### src/rtl/round_sequencer.sv
// round_sequencer
//   Round master for the tug-of-war game. Walks the match through
//   WAIT -> DARK -> PLAY / FAKE / SPEED -> GLOAT, keeps the match score for
//   both players and parks in VICTORY once either player reaches
//   ROUNDS_TO_WIN. All timing is counted in slow `tick` enables.
//
// Ports
//   clk          in   clock
//   rst          in   asynchronous active-high reset
//   tick         in   slow enable, one clk cycle wide
//   win_a/win_b  in   player press / round-win pulses
//   rand_play    in   LFSR bit: start a real round from DARK
//   rand_fake    in   LFSR bit: start a fake round from DARK
//   rand_speed   in   LFSR bit: start a speed round from DARK
//   speed_exit   in   leave the speed-round score display early
//   new_game     in   leave VICTORY and restart the match
//   leds_on      out  LED enable
//   clear        out  clear the datapath round counters
//   led_control  out  LED mux select
//   fake         out  fake round active
//   speed_round  out  speed round active
//   score_a/b    out  match scores
//   victory      out  match over
module round_sequencer #(
  parameter int WAIT_TICKS    = 2,
  parameter int GLOAT_TICKS   = 2,
  parameter int FAKE_TICKS    = 4,
  parameter int SPEED_TICKS   = 8,
  parameter int SPEED_PTS     = 2,
  parameter int ROUNDS_TO_WIN = 3,
  parameter int SCORE_W       = 3
) (
  input  logic               clk,
  input  logic               rst,
  input  logic               tick,
  input  logic               win_a,
  input  logic               win_b,
  input  logic               rand_play,
  input  logic               rand_fake,
  input  logic               rand_speed,
  input  logic               speed_exit,
  input  logic               new_game,
  output logic               leds_on,
  output logic               clear,
  output logic [2:0]         led_control,
  output logic               fake,
  output logic               speed_round,
  output logic [SCORE_W-1:0] score_a,
  output logic [SCORE_W-1:0] score_b,
  output logic               victory
);

  typedef enum logic [3:0] {
    S_RESET      = 4'd0,
    S_WAIT       = 4'd1,
    S_DARK       = 4'd2,
    S_PLAY       = 4'd3,
    S_FAKE       = 4'd4,
    S_SPEED      = 4'd5,
    S_SPEED_SHOW = 4'd6,
    S_GLOAT      = 4'd7,
    S_VICTORY    = 4'd8
  } state_t;

  // The timer only has to reach N-1 for the longest timed state; in DARK and
  // VICTORY it free-runs and its value is never looked at, so wrapping is harmless.
  localparam int MAX_WG    = (WAIT_TICKS > GLOAT_TICKS) ? WAIT_TICKS : GLOAT_TICKS;
  localparam int MAX_FS    = (FAKE_TICKS > SPEED_TICKS) ? FAKE_TICKS : SPEED_TICKS;
  localparam int MAX_T     = (MAX_WG > MAX_FS) ? MAX_WG : MAX_FS;
  localparam int TIMER_W   = (MAX_T > 1) ? $clog2(MAX_T) : 1;
  localparam int SCORE_MAX = (1 << SCORE_W) - 1;

  state_t             state;
  logic [TIMER_W-1:0] timer;

  logic wait_done;
  logic gloat_done;
  logic fake_done;
  logic speed_done;
  logic match_won;

  // A timed state ends on the tick that would be its N-th one.
  assign wait_done  = tick && (timer == TIMER_W'(WAIT_TICKS - 1));
  assign gloat_done = tick && (timer == TIMER_W'(GLOAT_TICKS - 1));
  assign fake_done  = tick && (timer == TIMER_W'(FAKE_TICKS - 1));
  assign speed_done = tick && (timer == TIMER_W'(SPEED_TICKS - 1));
  assign match_won  = (int'(score_a) >= ROUNDS_TO_WIN) || (int'(score_b) >= ROUNDS_TO_WIN);

  function automatic logic [SCORE_W-1:0] sat_add(input logic [SCORE_W-1:0] s, input int pts);
    int sum;
    sum = int'(s) + pts;
    if (sum > SCORE_MAX) sum = SCORE_MAX;
    return SCORE_W'(sum);
  endfunction

  // State, timer and scores. Every transition clears the timer; otherwise it
  // counts ticks. A press always wins over a tick arriving in the same cycle,
  // and in DARK/FAKE a lone press is a false start that scores for the opponent.
  always_ff @(posedge clk or posedge rst) begin
    if (rst) begin
      state   <= S_RESET;
      timer   <= '0;
      score_a <= '0;
      score_b <= '0;
    end else begin
      if (tick) timer <= timer + TIMER_W'(1);
      case (state)
        S_RESET: begin
          state   <= S_WAIT;
          timer   <= '0;
          score_a <= '0;
          score_b <= '0;
        end
        S_WAIT: begin
          if (wait_done) begin
            state <= S_DARK;
            timer <= '0;
          end
        end
        S_DARK, S_FAKE: begin
          if (win_a && win_b) begin
            state <= S_GLOAT;
            timer <= '0;
          end else if (win_a) begin
            score_b <= sat_add(score_b, 1);
            state   <= S_GLOAT;
            timer   <= '0;
          end else if (win_b) begin
            score_a <= sat_add(score_a, 1);
            state   <= S_GLOAT;
            timer   <= '0;
          end else if (state == S_FAKE) begin
            if (fake_done) begin
              state <= S_DARK;
              timer <= '0;
            end
          end else if (tick && (rand_play || rand_fake || rand_speed)) begin
            timer <= '0;
            if (rand_play)      state <= S_PLAY;
            else if (rand_fake) state <= S_FAKE;
            else                state <= S_SPEED;
          end
        end
        S_PLAY: begin
          if (win_a || win_b) begin
            if (win_a && !win_b) score_a <= sat_add(score_a, 1);
            if (win_b && !win_a) score_b <= sat_add(score_b, 1);
            state <= S_GLOAT;
            timer <= '0;
          end
        end
        S_SPEED: begin
          if (win_a || win_b || speed_done) begin
            if (win_a && !win_b) score_a <= sat_add(score_a, SPEED_PTS);
            if (win_b && !win_a) score_b <= sat_add(score_b, SPEED_PTS);
            state <= S_SPEED_SHOW;
            timer <= '0;
          end
        end
        S_SPEED_SHOW: begin
          if (speed_exit || gloat_done) begin
            state <= S_GLOAT;
            timer <= '0;
          end
        end
        S_GLOAT: begin
          if (gloat_done) begin
            state <= match_won ? S_VICTORY : S_WAIT;
            timer <= '0;
          end
        end
        S_VICTORY: begin
          if (new_game) begin
            state   <= S_RESET;
            timer   <= '0;
            score_a <= '0;
            score_b <= '0;
          end
        end
        default: begin
          state   <= S_RESET;
          timer   <= '0;
          score_a <= '0;
          score_b <= '0;
        end
      endcase
    end
  end

  // Moore decode straight from the state register, so outputs are already
  // correct in the first cycle of each state.
  always_comb begin
    leds_on     = 1'b1;
    clear       = 1'b1;
    led_control = 3'b001;
    fake        = 1'b0;
    speed_round = 1'b0;
    victory     = 1'b0;
    case (state)
      S_RESET:      led_control = 3'b001;
      S_WAIT:       led_control = 3'b010;
      S_DARK: begin
        leds_on     = 1'b0;
        clear       = 1'b0;
        led_control = 3'b000;
      end
      S_PLAY: begin
        clear       = 1'b0;
        led_control = 3'b011;
      end
      S_FAKE: begin
        clear       = 1'b0;
        led_control = 3'b100;
        fake        = 1'b1;
      end
      S_SPEED: begin
        led_control = 3'b110;
        speed_round = 1'b1;
      end
      S_SPEED_SHOW: led_control = 3'b110;
      S_GLOAT:      led_control = 3'b011;
      S_VICTORY: begin
        led_control = 3'b111;
        victory     = 1'b1;
      end
      default:      led_control = 3'b001;
    endcase
  end

endmodule
### config.mk
export PLATFORM = sky130hd
export DESIGN_NAME = round_sequencer
export DESIGN_NICKNAME = d
export VERILOG_FILES = /design/src/rtl/round_sequencer.sv
export SDC_FILE = /design/constraint.sdc
export NUM_CORES = 1
export LEC_CHECK = 0
export ABC_AREA = 1
export ABC_CLOCK_PERIOD_IN_PS = 2500
export BUFFER_PORTS_ARGS = -buffer_cell sky130_fd_sc_hd__buf_2
export CAP_MARGIN = 20
export CORE_ASPECT_RATIO = 1.5
export CORE_UTILIZATION = 30
export CTS_CLUSTER_DIAMETER = 150
export DETAILED_ROUTE_END_ITERATION = 6
export PLACE_DENSITY = 0.5
export SETUP_SLACK_MARGIN = 0.05
export SYNTH_ARGS = -nofsm -noshare
export SYNTH_HDL_FRONTEND = slang
export SYNTH_SLANG_ARGS = --single-unit
### constraint.sdc
create_clock -name clk -period 2.5 [get_ports clk]
set_input_delay 0.75 -clock clk [delete_from_list [all_inputs] [get_ports clk]]
set_output_delay 0.75 -clock clk [all_outputs]
set_load 0.005 [all_outputs]
==> results of run 1 <==
==> worst max path at each step <==
stage               depth (start not counted)  endpoint
floorplan                                   4     clear
global placement                            5     clear
detailed placement                          5     clear
CTS                                         5     clear
global route                                5     clear
finish                                      5     clear
==> cells in the final DEF (no fill, tap or decap), drive strengths merged <==
cell and count:
a21oi 6, buf 23, clkbuf 4, dfrtp 13, ha 8, inv 33, nand2 87, nand3 22
nand3b 1, nand4 5, nor2 29, o21ai 14, xnor2 1
==> cells by family (layout without fill, tap and decap cells) <==
family                     after synthesis  in the layout  synth area share, %
and+or+nand+nor                        144            144                 50.9
buffers and inverters                   34             60                 9.38
DFF                                     13             13                 23.7
xor gates and xnor gates                 1              1                0.638
adders and majority gates                8              8                 7.29
AOI/OAI and AO/OA                       20             20                 8.11
==> layout make-up <==
type	instances	area share, %
Clock buffer	4	2.84
Inverter	33	7.81
Multi-Input combinational cell	173	58.0
Sequential cell	13	20.5
Tap cell	46	3.63
Timing Repair Buffer	23	7.26
==> per-stage QoR <==
step / area [µm²] / instances
floorplan: 1370 / 220
global placement: 1540 / 288
detailed placement: 1540 / 288
CTS: 1590 / 292
global route: 1590 / 292
finish: 1590 / 292
==> flip-flops by register name (all words and copies together), names as in the netlist <==
name and cells:
score_a 3, score_b 3, state 4, timer 3
==> metal layers <==
layer	vias up	wire length (µm)
li1	745	-
met1	637	1510
met2	26	1750
met3	9	92
met4	0	98
met5	-	0
==> power groups by stage <==
stage / registers [W] / logic [W] / clock network, W
floorplan: 0.000404 / 0.00105 / 0
global placement: 0.000429 / 0.00142 / 0
detailed placement: 0.000428 / 0.00141 / 0
CTS: 0.000424 / 0.00141 / 0.000204
global route: 0.000441 / 0.00161 / 0.000212
finish: 0.000422 / 0.00139 / 0.000199
==> flow_metrics.tcl, run 1 <==
set metrics [dict create \
    max_stage_delay_ns 0.45 \
    grt_max_degree 14 \
    ys_ff_latch 13 \
    path_cells "nor2_2 > nand2_2 > nand3_1 > inv_1 > buf_2" \
    grt_usage_pct 15.7 \
    critical_path.startpoint "state[3]$_DFFE_PP0P_" \
    arrival_ns 1.53 \
    cp-start-kind "register" \
    crit_type "reg -> out" \
    finalCoreUtilization_pct 36.7 \
    end_kind "output pin" \
    nFillCells 503 \
    regArea_um2 325 \
    synth_area_um2 1370 \
    post-place-ws_ns 0.483 \
    clock_latency_ns 0.25 \
    yosysUniqueCellTypes 21 \
    num-nets-final 265 \
    p_clk_share_pct 9.9 \
    synth_enable_flop_cells 0 \
    start_util_pct 31.8 \
    period_share_pct 91.2 \
    rows 29 \
    cp.required_ns 1.75 \
    multiInputGateArea_um2 920 \
    cts_tree "yes" \
    die_area_um2 4860 \
    cts_buffer_depth 2 \
    hp-class "in -> async" \
    hpwl_um 2840 \
    ctsHoldBuffers 0 \
    final_hold_viol_count 0 \
    fin_skew_ns 0.00324 \
    grt_antenna_before_repair 0 \
    path_buf_inv 2 \
    pin_count 24 \
    critPathMaxFanout 7 \
    synth_common_cells "nand2_1 (77), inv_1 (28), nor2_1 (22), nand3_1 (19), o21ai_0 (14)" \
    power.static_leakage_nw 0.955 \
    power.internal_w 0.000922 \
    yosys_most_used_dff "dfrtp_1" \
    n_antenna_cell 0 \
    synth.avg_cell_area_um2 6.24 \
    seqPwrFrac_pct 21.0 \
    synth_cells 220 \
    r2r_end "score_b[1]$_DFFE_PP0P_" \
    clk_pin_slew_worst_paths_ns 0.06 \
    worst_slack_ns 0.220 \
    rr_worst_depth 6 \
    grtUsageMet3_pct 1.68 \
    met1_usage_pct 18.5 \
    min_period_ns 2.28 \
    vias 1417 \
    wl_per_cell_um 11.8 \
    worstMarginPinSlew_ns 0.566 \
    status "complete, but fails checks" \
    netlist_top_cells_area "dfrtp_1 (24%), nand2_1 (21%), inv_1 (7.7%)" \
    finalWeightedCongestion 0.829 \
    slew_viol_final 0 \
    async_flop_share_pct 100 \
    fin_total_pwr_w 0.00201 \
    die_w_um 57.3 \
    hold_slack_ns 0.547 \
    max_freq_mhz 439 \
    critPathSlowestCell "dfrtp_1" \
    coreArea_um2 4320 \
    post-cts-setup-buffers 0 \
    synth_top_area_share_pct 23.7 \
    htreeDepth 1 \
    drtIter0Drc 63 \
    io_buffers 23 \
    relSlewSlack_pct 62.2 \
    synth-seq-area-share_pct 23.7 \
    power.switching_w 0.00109 \
    fin_tns_setup_ns 0 \
    clock-sinks 13 \
    powerDensity_nw_per_um2 1270 \
    setup_viol 0 \
    maxCapViolCount 0 \
    drc 1 \
    p_comb_share_pct 69.2 \
    die_h_um 84.9 \
    use_met2_pct 28.3 \
    switching_share_pct 54.2 \
    r2r-start "state[0]$_DFFE_PP0P_" \
    numCtsBuffers 3 \
    violations "DRC" \
    via_per_inst 4.85 \
    r2r_setup_slack_ns 0.84 \
    yosys_warnings 0 \
    routed_wirelength_um 3450 \
    critPathTopFamily "simple AND/OR/NAND/NOR gates" \
    overflow 0 \
    first_pass_iters 6 \
    post_route_cells_drive_above_1_share_pct 21.5 \
    grt_pass1_wl_um 5960 \
    top_usage_layer "met2" \
    synthesis.nets 238 \
    cts_resized 0 \
    yosysMostFrequentCell "nand2_1" \
    peakVddDrop_mv 0.455 \
    yosysTopAreaCell "dfrtp_1" \
    rsz0062_at_grt "no" \
    first_global_vias 1305 \
    clock-root-buffer "clkbuf_8" \
    area_delta_synth_final_pct 15.5 \
    antenna_left 0 \
]
No activity file was read; power rests on OpenSTA's default activity.
==> run 2, diff against run 1 <==
- ABC_CLOCK_PERIOD_IN_PS: 2500 -> 2300
- CORE_UTILIZATION: 30 -> 55
- PLACE_DENSITY: 0.5 -> 0.81
- clock period: 2.5 -> 2.3 ns (I/O delays scaled with it)
==> flow_metrics.tcl, run 2 (synthesized netlist as in run 1, its figures left out) <==
set metrics [dict create \
    drtIter0Drc 45 \
    crit_type "reg -> out" \
    num-nets-final 265 \
    hold_slack_ns 0.438 \
    post_route_cells_drive_above_1_share_pct 22.8 \
    max_freq_mhz 475 \
    io_buffers 23 \
    first_global_vias 1239 \
    slew_viol_final 0 \
    cts_buffer_depth 2 \
    fin_cells 269 \
    final_hold_viol_count 0 \
    finalCoreUtilization_pct 68.1 \
    finalWeightedCongestion 0.942 \
    status "finished, final reports clean" \
    grt_usage_pct 24.0 \
    grt_antenna_before_repair 0 \
    powerDensity_nw_per_um2 1380 \
    clock-sinks 13 \
    antenna_left 0 \
    hp-class "in -> async" \
    final_common_cell "nand2_1" \
    via_per_inst 5.36 \
    start_util_pct 60.1 \
    r2r-start "score_a[0]$_DFFE_PP0P_" \
    routed_wirelength_um 3120 \
    regArea_um2 328 \
    worstMarginPinSlew_ns 0.543 \
    overflow 0 \
    grt_pass1_wl_um 5110 \
    nFillCells 225 \
    arrival_ns 1.41 \
    pin_count 24 \
    setup_viol 0 \
    rows 21 \
    area_delta_synth_final_pct 13.3 \
    fin_skew_ns 0.00397 \
    critPathMaxFanout 6 \
    cp.required_ns 1.61 \
    power.static_leakage_nw 0.952 \
    multiInputGateArea_um2 935 \
    hpwl_um 2490 \
    n_antenna_cell 0 \
    relSlewSlack_pct 63.8 \
    die_area_um2 2710 \
    critical_path.startpoint "state[2]$_DFFE_PP0P_" \
    worst_slack_ns 0.197 \
    drc 0 \
    first_pass_iters 6 \
    wl_per_cell_um 11.6 \
    post-place-ws_ns 0.380 \
    htreeDepth 1 \
    end_kind "output pin" \
    final_cell_mix "nand2_1 (77), inv_1 (28), buf_2 (23)" \
    coreArea_um2 2290 \
    rsz0062_at_grt "no" \
    cts_tree "yes" \
    clock-root-buffer "clkbuf_4" \
    dp_cells 265 \
    clk_pin_slew_worst_paths_ns 0.08 \
    vias 1441 \
    peakVddDrop_mv 0.941 \
    min_period_ns 2.10 \
    cp-start-kind "register" \
    post-cts-setup-buffers 0 \
    die_h_um 63.2 \
    period_share_pct 91.5 \
    largest_reg_flops 4 \
    largest_register "state" \
    maxCapViolCount 0 \
    numCtsBuffers 3 \
    clock_latency_ns 0.28 \
    grt_max_degree 14 \
    fin_tns_setup_ns 0 \
    die_w_um 42.8 \
]
run 2: repair_timing:
| action | CTS | global route |
|---|---|---|
| endpoints found under the setup margin | 0 | 2 |
| hold buffers | 0 | 0 |
| resized for setup | 0 | 5 |
run 2: worst paths after layout:
path	endpoint	slack, ns	depth (start not counted)
worst max-delay path	led_control[1]	0.20	5
worst min-delay path	timer[0]$_DFF_PP0_	0.44	2
worst max register to register	state[0]$_DFFE_PP0P_	0.70	9
worst min register to register	state[0]$_DFFE_PP0P_	0.58	2
max in group asynchronous	state[1]$_DFFE_PP0P_	1.47	2
min in group clk	state[0]$_DFFE_PP0P_	0.58	2
run 2: per-layer routing:
layer  up-vias  GRT usage [%]  wire [µm]
li1        749              -          -
met3        13           2.01         90
met4         0           9.77        108
met1       646           26.4       1290
met2        33           45.1       1630
met5         -              0          0
run 2: layout make-up:
cell class                 count  area share (%)
clock buffer                   4            1.69
inverter                      33            7.96
multi-input combinational    173            60.0
sequential                    13            21.1
tap                           23            1.85
timing repair buffer          23            7.40
run 2: stage by stage:
step                      cell area (µm²)  power, W
final                                1560   0.00215
after detailed placement             1510   0.00196
after CTS                            1540   0.00212
after global placement               1510   0.00194
after floorplan                      1370   0.00158
after global routing                 1560   0.00239
run 2: worst max-delay path, stage by stage, from the launching register on:
cell     delay, ns
dfrtp_1       0.45
inv_2         0.09
nor2_4        0.15
nand2_1       0.18
nand4_1       0.14
buf_2         0.12
run 2: power breakdown:
part | total (W) | leakage, nW | internal (W) | switching, W
combinational | 0.00153 | 0.769 | 0.000565 | 0.000967
sequential | 0.000469 | 0.168 | 0.000330 | 0.000139
clock | 0.000146 | 0.0150 | 0.0000673 | 0.0000785
total | 0.00215 | 0.952 | 0.000963 | 0.00118
